`config.mk`:
```
export PLATFORM = sky130hd
export DESIGN_NAME = axil_intf_arb
export DESIGN_NICKNAME = d
export VERILOG_FILES = /design/src/rtl/axil_intf_arb.sv
export SDC_FILE = /design/constraint.sdc
export NUM_CORES = 1
export LEC_CHECK = 0
export ABC_AREA = 1
export CAP_MARGIN = 25
export CORE_AREA = 2 2 197 199
export CTS_BUF_LIST = sky130_fd_sc_hd__clkbuf_16
export DETAILED_ROUTE_END_ITERATION = 16
export DIE_AREA = 0 0 199 201
export GPL_ROUTABILITY_DRIVEN = 0
export SLEW_MARGIN = 20
export SYNTH_ARGS = -nofsm -noshare
export SYNTH_HDL_FRONTEND = slang
export SYNTH_SLANG_ARGS = --single-unit
```
`constraint.sdc`:
```
create_clock -name clk -period 2.52 [get_ports clk]
set_input_delay 0.756 -clock clk [delete_from_list [all_inputs] [get_ports clk]]
set_output_delay 0.756 -clock clk [all_outputs]
set_load 0.01 [all_outputs]
```
`src/rtl/axil_intf_arb.sv`:
```
// Two-port arbiter feeding one AXI-lite memory adaptor, with in-order response routing.
// Define AXIL_INTF_ARB_FIXED_PRI_EN for fixed port-0 priority; otherwise round-robin.
module axil_intf_arb #(
  parameter int DATA_WIDTH = 32,
  parameter int ADDR_WIDTH = 32,
  parameter int STRB_WIDTH = DATA_WIDTH / 8,
  parameter int TAG_WIDTH  = 32,
  parameter int ORD_DEPTH  = 4
) (
  input  logic                  clk,
  input  logic                  rst_n,
  input  logic [ADDR_WIDTH-1:0] s0_addr,
  input  logic [DATA_WIDTH-1:0] s0_wdata,
  input  logic                  s0_ren,
  input  logic [STRB_WIDTH-1:0] s0_wen,
  input  logic [TAG_WIDTH-1:0]  s0_req_tag,
  output logic                  s0_accept,
  output logic                  s0_val,
  output logic                  s0_error,
  output logic [DATA_WIDTH-1:0] s0_rdata,
  output logic [TAG_WIDTH-1:0]  s0_resp_tag,
  input  logic [ADDR_WIDTH-1:0] s1_addr,
  input  logic [DATA_WIDTH-1:0] s1_wdata,
  input  logic                  s1_ren,
  input  logic [STRB_WIDTH-1:0] s1_wen,
  input  logic [TAG_WIDTH-1:0]  s1_req_tag,
  output logic                  s1_accept,
  output logic                  s1_val,
  output logic                  s1_error,
  output logic [DATA_WIDTH-1:0] s1_rdata,
  output logic [TAG_WIDTH-1:0]  s1_resp_tag,
  output logic [ADDR_WIDTH-1:0] m_addr,
  output logic [DATA_WIDTH-1:0] m_wdata,
  output logic                  m_ren,
  output logic [STRB_WIDTH-1:0] m_wen,
  output logic [TAG_WIDTH-1:0]  m_req_tag,
  input  logic                  m_accept,
  input  logic                  m_val,
  input  logic                  m_error,
  input  logic [DATA_WIDTH-1:0] m_rdata,
  input  logic [TAG_WIDTH-1:0]  m_resp_tag,
  output logic                  ord_err
);

  localparam int PW = $clog2(ORD_DEPTH);
  localparam int CW = PW + 1;
  localparam logic [CW-1:0] FULL_CNT = CW'(ORD_DEPTH);

  logic                 req0, req1, any_req, gnt;
  logic                 full, empty, xfer, pop, head;
  logic [PW-1:0]        wr_ptr_q, wr_ptr_d, rd_ptr_q, rd_ptr_d;
  logic [CW-1:0]        cnt_q, cnt_d;
  logic                 ord_err_q, ord_err_d;
  logic [ORD_DEPTH-1:0] ord_mem_q, ord_mem_d;

  assign req0    = s0_ren | (|s0_wen);
  assign req1    = s1_ren | (|s1_wen);
  assign any_req = req0 | req1;

`ifdef AXIL_INTF_ARB_FIXED_PRI_EN
  assign gnt = ~req0;
`else
  logic rr_q, rr_d;

  // rr picks the winner only when both ports contend
  assign gnt = (req0 & req1) ? rr_q : req1;

  always_comb begin
    rr_d = rr_q;
    if (xfer) rr_d = ~gnt;
  end

  always_ff @(posedge clk or negedge rst_n) begin
    if (!rst_n) rr_q <= 1'b0;
    else        rr_q <= rr_d;
  end
`endif

  assign full  = (cnt_q == FULL_CNT);
  assign empty = (cnt_q == '0);

  assign m_addr    = gnt ? s1_addr    : s0_addr;
  assign m_wdata   = gnt ? s1_wdata   : s0_wdata;
  assign m_req_tag = gnt ? s1_req_tag : s0_req_tag;
  assign m_ren     = any_req & ~full & (gnt ? s1_ren : s0_ren);
  assign m_wen     = (any_req & ~full) ? (gnt ? s1_wen : s0_wen) : '0;

  assign xfer      = rst_n & any_req & m_accept & ~full;
  assign s0_accept = xfer & ~gnt;
  assign s1_accept = xfer & gnt;

  // Responses come back in issue order, so the FIFO head names the destination
  assign pop  = m_val & ~empty;
  assign head = ord_mem_q[rd_ptr_q];

  assign s0_val      = pop & ~head;
  assign s1_val      = pop & head;
  assign s0_error    = s0_val & m_error;
  assign s1_error    = s1_val & m_error;
  assign s0_resp_tag = s0_val ? m_resp_tag : '0;
  assign s1_resp_tag = s1_val ? m_resp_tag : '0;
  assign s0_rdata    = m_rdata;
  assign s1_rdata    = m_rdata;
  assign ord_err     = ord_err_q;

  always_comb begin
    wr_ptr_d  = wr_ptr_q;
    rd_ptr_d  = rd_ptr_q;
    cnt_d     = cnt_q;
    ord_mem_d = ord_mem_q;
    ord_err_d = ord_err_q | (m_val & empty);
    if (xfer) begin
      ord_mem_d[wr_ptr_q] = gnt;
      wr_ptr_d            = wr_ptr_q + 1'b1;
    end
    if (pop) rd_ptr_d = rd_ptr_q + 1'b1;
    case ({xfer, pop})
      2'b10:   cnt_d = cnt_q + 1'b1;
      2'b01:   cnt_d = cnt_q - 1'b1;
      default: cnt_d = cnt_q;
    endcase
  end

  always_ff @(posedge clk or negedge rst_n) begin
    if (!rst_n) begin
      wr_ptr_q  <= '0;
      rd_ptr_q  <= '0;
      cnt_q     <= '0;
      ord_err_q <= 1'b0;
    end else begin
      wr_ptr_q  <= wr_ptr_d;
      rd_ptr_q  <= rd_ptr_d;
      cnt_q     <= cnt_d;
      ord_err_q <= ord_err_d;
    end
  end

  // Entries are only read when the occupancy says they are valid, so no reset needed
  always_ff @(posedge clk) begin
    ord_mem_q <= ord_mem_d;
  end

endmodule

```
* Word level (Yosys, flattened, before mapping)
Index checks and enable logic that the tools add are counted.
** Word-level totals
- Flip-flop bits (word level) :: 13
- Input bits :: 271
- Output and inout port bits :: 236
** Operators by class
- Add/subtract/negate cells :: 4
- Order comparisons :: 3
- Eq/ne operators :: 3
- Multiplexer cells :: 15
- Bitwise logic cells :: 22
- Reductions and logical operators :: 5
** Operators with widths (number)
- $mux W32 :: 5
- $and A1 B1 Y1 :: 14
- $mux W4 :: 2
- $reduce_or A4 Y1 :: 2
- $lt A2 B3 Y1 const B :: 2
- $pmux W3 S2 :: 1
- $add A2 B1 Y2 const B :: 2
- $bwmux W4 :: 1
- $mux W1 :: 4
- $not A1 Y1 :: 4
- $or A1 B1 Y1 :: 4
- $add A3 B1 Y3 const B :: 1
- $eq A3 B3 Y1 const B :: 1
- $logic_not A3 Y1 :: 1
- $sub A3 B1 Y3 const B :: 1
- $bmux W1 S2 :: 1
- $demux W1 S2 :: 1
- $eq A2 B1 Y1 const B :: 1
- $eq A2 B2 Y1 const B :: 1
- $ge A2 B1 Y1 const B :: 1
- $reduce_bool A2 Y1 :: 1
- $logic_and A1 B1 Y1 :: 1

* Depth between registers and ports, before layout
- Depth in word-level cells :: 8
- Gate-level depth with buffers :: 11
- Mapped depth without buffers :: 11

* Worst setup path before layout
Ideal clock, no wire load.
- Path kind :: input to register
- From :: input port s1_wen[3]
- To :: register cnt_q[2]
- Arrival :: 2301 ps
- Slack :: 88 ps
- Stages on the path :: 11
- Cells stage by stage :: nor2_1 -> nand2_1 -> nor2_1 -> nand2_1 -> nand3_1 -> ha_1 -> inv_1 -> fa_1 -> a21oi_1 -> o21ai_0 -> xor2_1
** On the way
- Word-level cells in the longest chain between the ends :: 8
- Elaborated cells on any way between the ends :: 10
** RTL lines
- from (decl) :: RTL line 25 : input logic [STRB_WIDTH-1:0] s1_wen,
- $reduce_or A4 Y1 * :: RTL line 57 : assign req1 = s1_ren | (|s1_wen);
- $or A1 B1 Y1 * :: RTL line 57
- $or A1 B1 Y1 * :: RTL line 58 : assign any_req = req0 | req1;
- $and A1 B1 Y1 * (3 in series) :: RTL line 88 : assign xfer = rst_n & any_req & m_accept & ~full;
- $eq A2 B1 Y1 or $eq A2 B2 Y1 (tied branches) :: RTL line 117 : case ({xfer, pop})
- $pmux W3 S2 or $reduce_bool A2 Y1 (tied branches)
- to (signal assigned) :: RTL line 133 : cnt_q <= cnt_d;
- to (decl) :: RTL line 52 : logic [CW-1:0] cnt_q, cnt_d;
Mark *: on every way between the ends. The rest lies on a longest branch, timed or not.
A chain may end at the register's enable or synchronous reset.

* Worst setup path after layout
- From :: input port s0_wen[3]
- To :: output port m_addr[19]
** On the way
- Word-level cells in the longest chain between the ends :: 5
** RTL lines
- from (decl) :: RTL line 15 : input logic [STRB_WIDTH-1:0] s0_wen,
- $reduce_or A4 Y1 :: RTL line 56 : assign req0 = s0_ren | (|s0_wen);
- $or A1 B1 Y1 :: RTL line 56
- $and A1 B1 Y1 :: RTL line 66 : assign gnt = (req0 & req1) ? rr_q : req1;
- $mux W1 :: RTL line 66
- $mux W32 :: RTL line 82 : assign m_addr = gnt ? s1_addr : s0_addr;
- to (decl) :: RTL line 32 : output logic [ADDR_WIDTH-1:0] m_addr,
Every way passes these cells.

==> summary.md <==
| Metric | Value |
|---|---|
| CP Class | input pin to primary output |
| Clock Tree Root | clkbuf_16 |
| TritonCTS clock tree | yes |
| Failing checks | negative setup slack |
| Final period utilization | 1.12 |
| Fraction of layout instances using a drive strength above 1 | 0.562 |
| Crit path DAT | 2.06 ns |
| Setup violators final | 129 |
| Nets | 1348 |
| Post-Synthesis Cells | 590 |
| Tmin final | 2.82 ns |
| Yosys cell types | 28 |
| Fin worst setup slack | -0.301 ns |
| Global-route wire length before repair | 33.7 mm |
| FILL cells | 4059 |
| Synth area leader | nand2_1 |
| Hold Slack | 0.482 ns |
| Clk buf depth | 2 |
| Largest net degree at the start of global routing | 13 |
| Die Ht | 201 um |
| Pwr/cell area | 955 nW/um^2 |
| Max Clk Rate | 354 MHz |
| Commonest non-fill, non-tap cell in the layout | clkdlybuf4s50_1 |
| Crit start category | input pin |
| Synth area leaders | nand2_1, buf_4, nor2_1 |
| Vias in the first global route | 5769 |
| Crit path capture type | primary output |
| Leading cell types in the layout, fill and taps excluded | clkdlybuf4s50_1, nand2_2, nand2_1, buf_6, buf_2 |
| Clock Sink Count | 13 |
| YS warnings | 0 |
| Residual DRC | 0 |
| Gr usage total | 0.114 |
| Vias post-DR | 5544 |
| Worst min-delay path class | register to register |
| Final non-filler cell total | 1588 |
| ANT nets after route | 0 |
| Port Buf Inserts | 410 |
| Setup WS pre-CTS | -1.04 ns |
| CP max FO | 6 |
| Status | finished, violations left |
| I/O Pins | 507 |
| CP Cell Sequence | buf_8, nor2_4, nand3_2, nand2_4, nand2_8, buf_12, buf_12, buf_12, buf_16, nand2_4, nand2_4, buf_6 |
| Initial Utilization | 0.0793 |
| Delay-heaviest family, CP | buffers and inverters |
| Crit-path slowest cell | buf_12 |
| CTS H-tree lvls | 1 |
| Setup TNS | -20.99 ns |
| DP Wirelength | 16.1 mm |
| Sequential share of the synthesized area | 0.114 |
| Die Width | 199 um |
| Grt ovf | 0 |
| Slew Viols, Final | 0 |
| Initial drt markers | 163 |
| Tightest Pin Transition | 0.378 ns |
| Power Total | 9.56 mW |
| Dpl cell area | 7570 um^2 |
| Drt pass-1 iters | 4 |
| CORE AREA | 38100 um^2 |
| P_leak | 4.88 nW |
| Dpl cells | 1470 |
| Die area | 40000 um^2 |
| CTS Buf Count | 3 |
| Synth Register Bits | 13 |
| RSZ-0062 raised after global routing | yes |
| Antenna violations before repair | 2 |
| Clock Pin Slew Worst Setup and Hold Paths | 0.05 ns |
| Final-report hold violation count | 0 |
| Top cell type's share of synthesized area | 0.368 |
| Max_cap viols | 0 |
| Rel. slew slack | 0.747 |
| Required time worst endpoint | 1.76 ns |
| FP Rows | 72 |
| Final Util | 0.263 |
| Setup Skew | 0.00158 ns |
| CP bufs+invs | 6 |
| Post-Route WL | 24.4 mm |
| Netlist Area Pre-Place | 3020 um^2 |
| VDD IR max | 0.000424 V |
| Clk_lat worst skew | 0.25 ns |
| Vias per cell | 3.49 |
| Max stage delay on crit path | 0.14 ns |
| WL/cell | 15.4 um |
| Total inserted antenna cells | 0 |
| Area growth syn-to-layout | 231% |
| Syn Area/Cell | 5.12 um^2 |
| Final instance area | 10000 um^2 |
| Net count after synthesis | 867 |
## kinds of logic after synthesis
group | count (synthesis) | synth area share
flops | 13 | 0.114
compound gates | 9 | 0.0157
buf+inv | 146 | 0.288
xor+xnor | 3 | 0.00869
simple gates | 413 | 0.546
fa+ha+maj | 6 | 0.0273
## what timing repair did
| action | CTS | global route |
|---|---|---|
| hold buffers | 0 | 0 |
| buffers inserted | 89 | 22 |
| gates resized for setup | 970 | 288 |
| gates cloned | 22 | 1 |
| endpoints found under the setup margin | 173 | 170 |
| pin swaps | 77 | 61 |
## path summary, 6_finish.rpt
check / from / endpoint / slack, ns / depth (start not counted)
max: s0_wen[3] / m_addr[19] / -0.30 / 12
min: ord_err$_DFF_PN0_ / ord_err$_DFF_PN0_ / 0.48 / 1
max reg2reg: rd_ptr_q[0]$_DFFE_PN0P_ / rd_ptr_q[1]$_DFFE_PN0P_ / -0.07 / 18
min reg2reg: ord_err$_DFF_PN0_ / ord_err$_DFF_PN0_ / 0.48 / 1
max in group asynchronous: rst_n / rd_ptr_q[0]$_DFFE_PN0P_ / 1.73 / 2
min in group asynchronous: rst_n / ord_err$_DFF_PN0_ / 0.61 / 2
## cell type report
cell class	instances	area (um^2)	area share
clock buffers	3	75.1	0.00750
clock inverters	1	3.75	0.000375
inverters	55	216	0.0216
multi-input cells	431	2890	0.289
flip-flops and latches	13	347	0.0346
well taps	518	648	0.0648
repair buffers	567	5830	0.583
## worst register-to-register path, delay by kind of cell (launching register included)
kind          cells  cell delay [ns]
xor+xnor          1             0.15
buf+inv          16             1.85
flops             1             0.42
simple gates      1             0.11
## cell usage after synthesis, drive strengths merged
cell      n
nand4     2
xnor2     1
o21bai    1
nor3      1
clkbuf    1
o21ai     2
edfxtp    4
nand3b    1
nor2     84
xor2      2
nand2   318
ha        5
buf      90
a21oi     6
nand3     7
dfrtp     9
fa        1
inv      55
## report_power, final
part	total (mW)	internal (mW)	switching, mW
logic	8.86	4.80	4.06
registers	0.373	0.307	0.0662
clock network	0.324	0.211	0.113
## routing by layer
layer | vias to the layer above | part of all wire | global-route usage
met2 | 316 | 0.53 | 0.223
met5 | - | 0.00053 | 0
met1 | 2529 | 0.36 | 0.118
li1 | 2634 | - | -
met4 | 2 | 0.039 | 0.0394
met3 | 63 | 0.067 | 0.0225
## flip-flops by register name (all words and copies together) (netlist names)
name / count
rd_ptr_q: 2
ord_mem_q: 4
ord_err: 1
rr_q: 1
wr_ptr_q: 2
cnt_q: 3
Power figures use the tool's default switching activity.
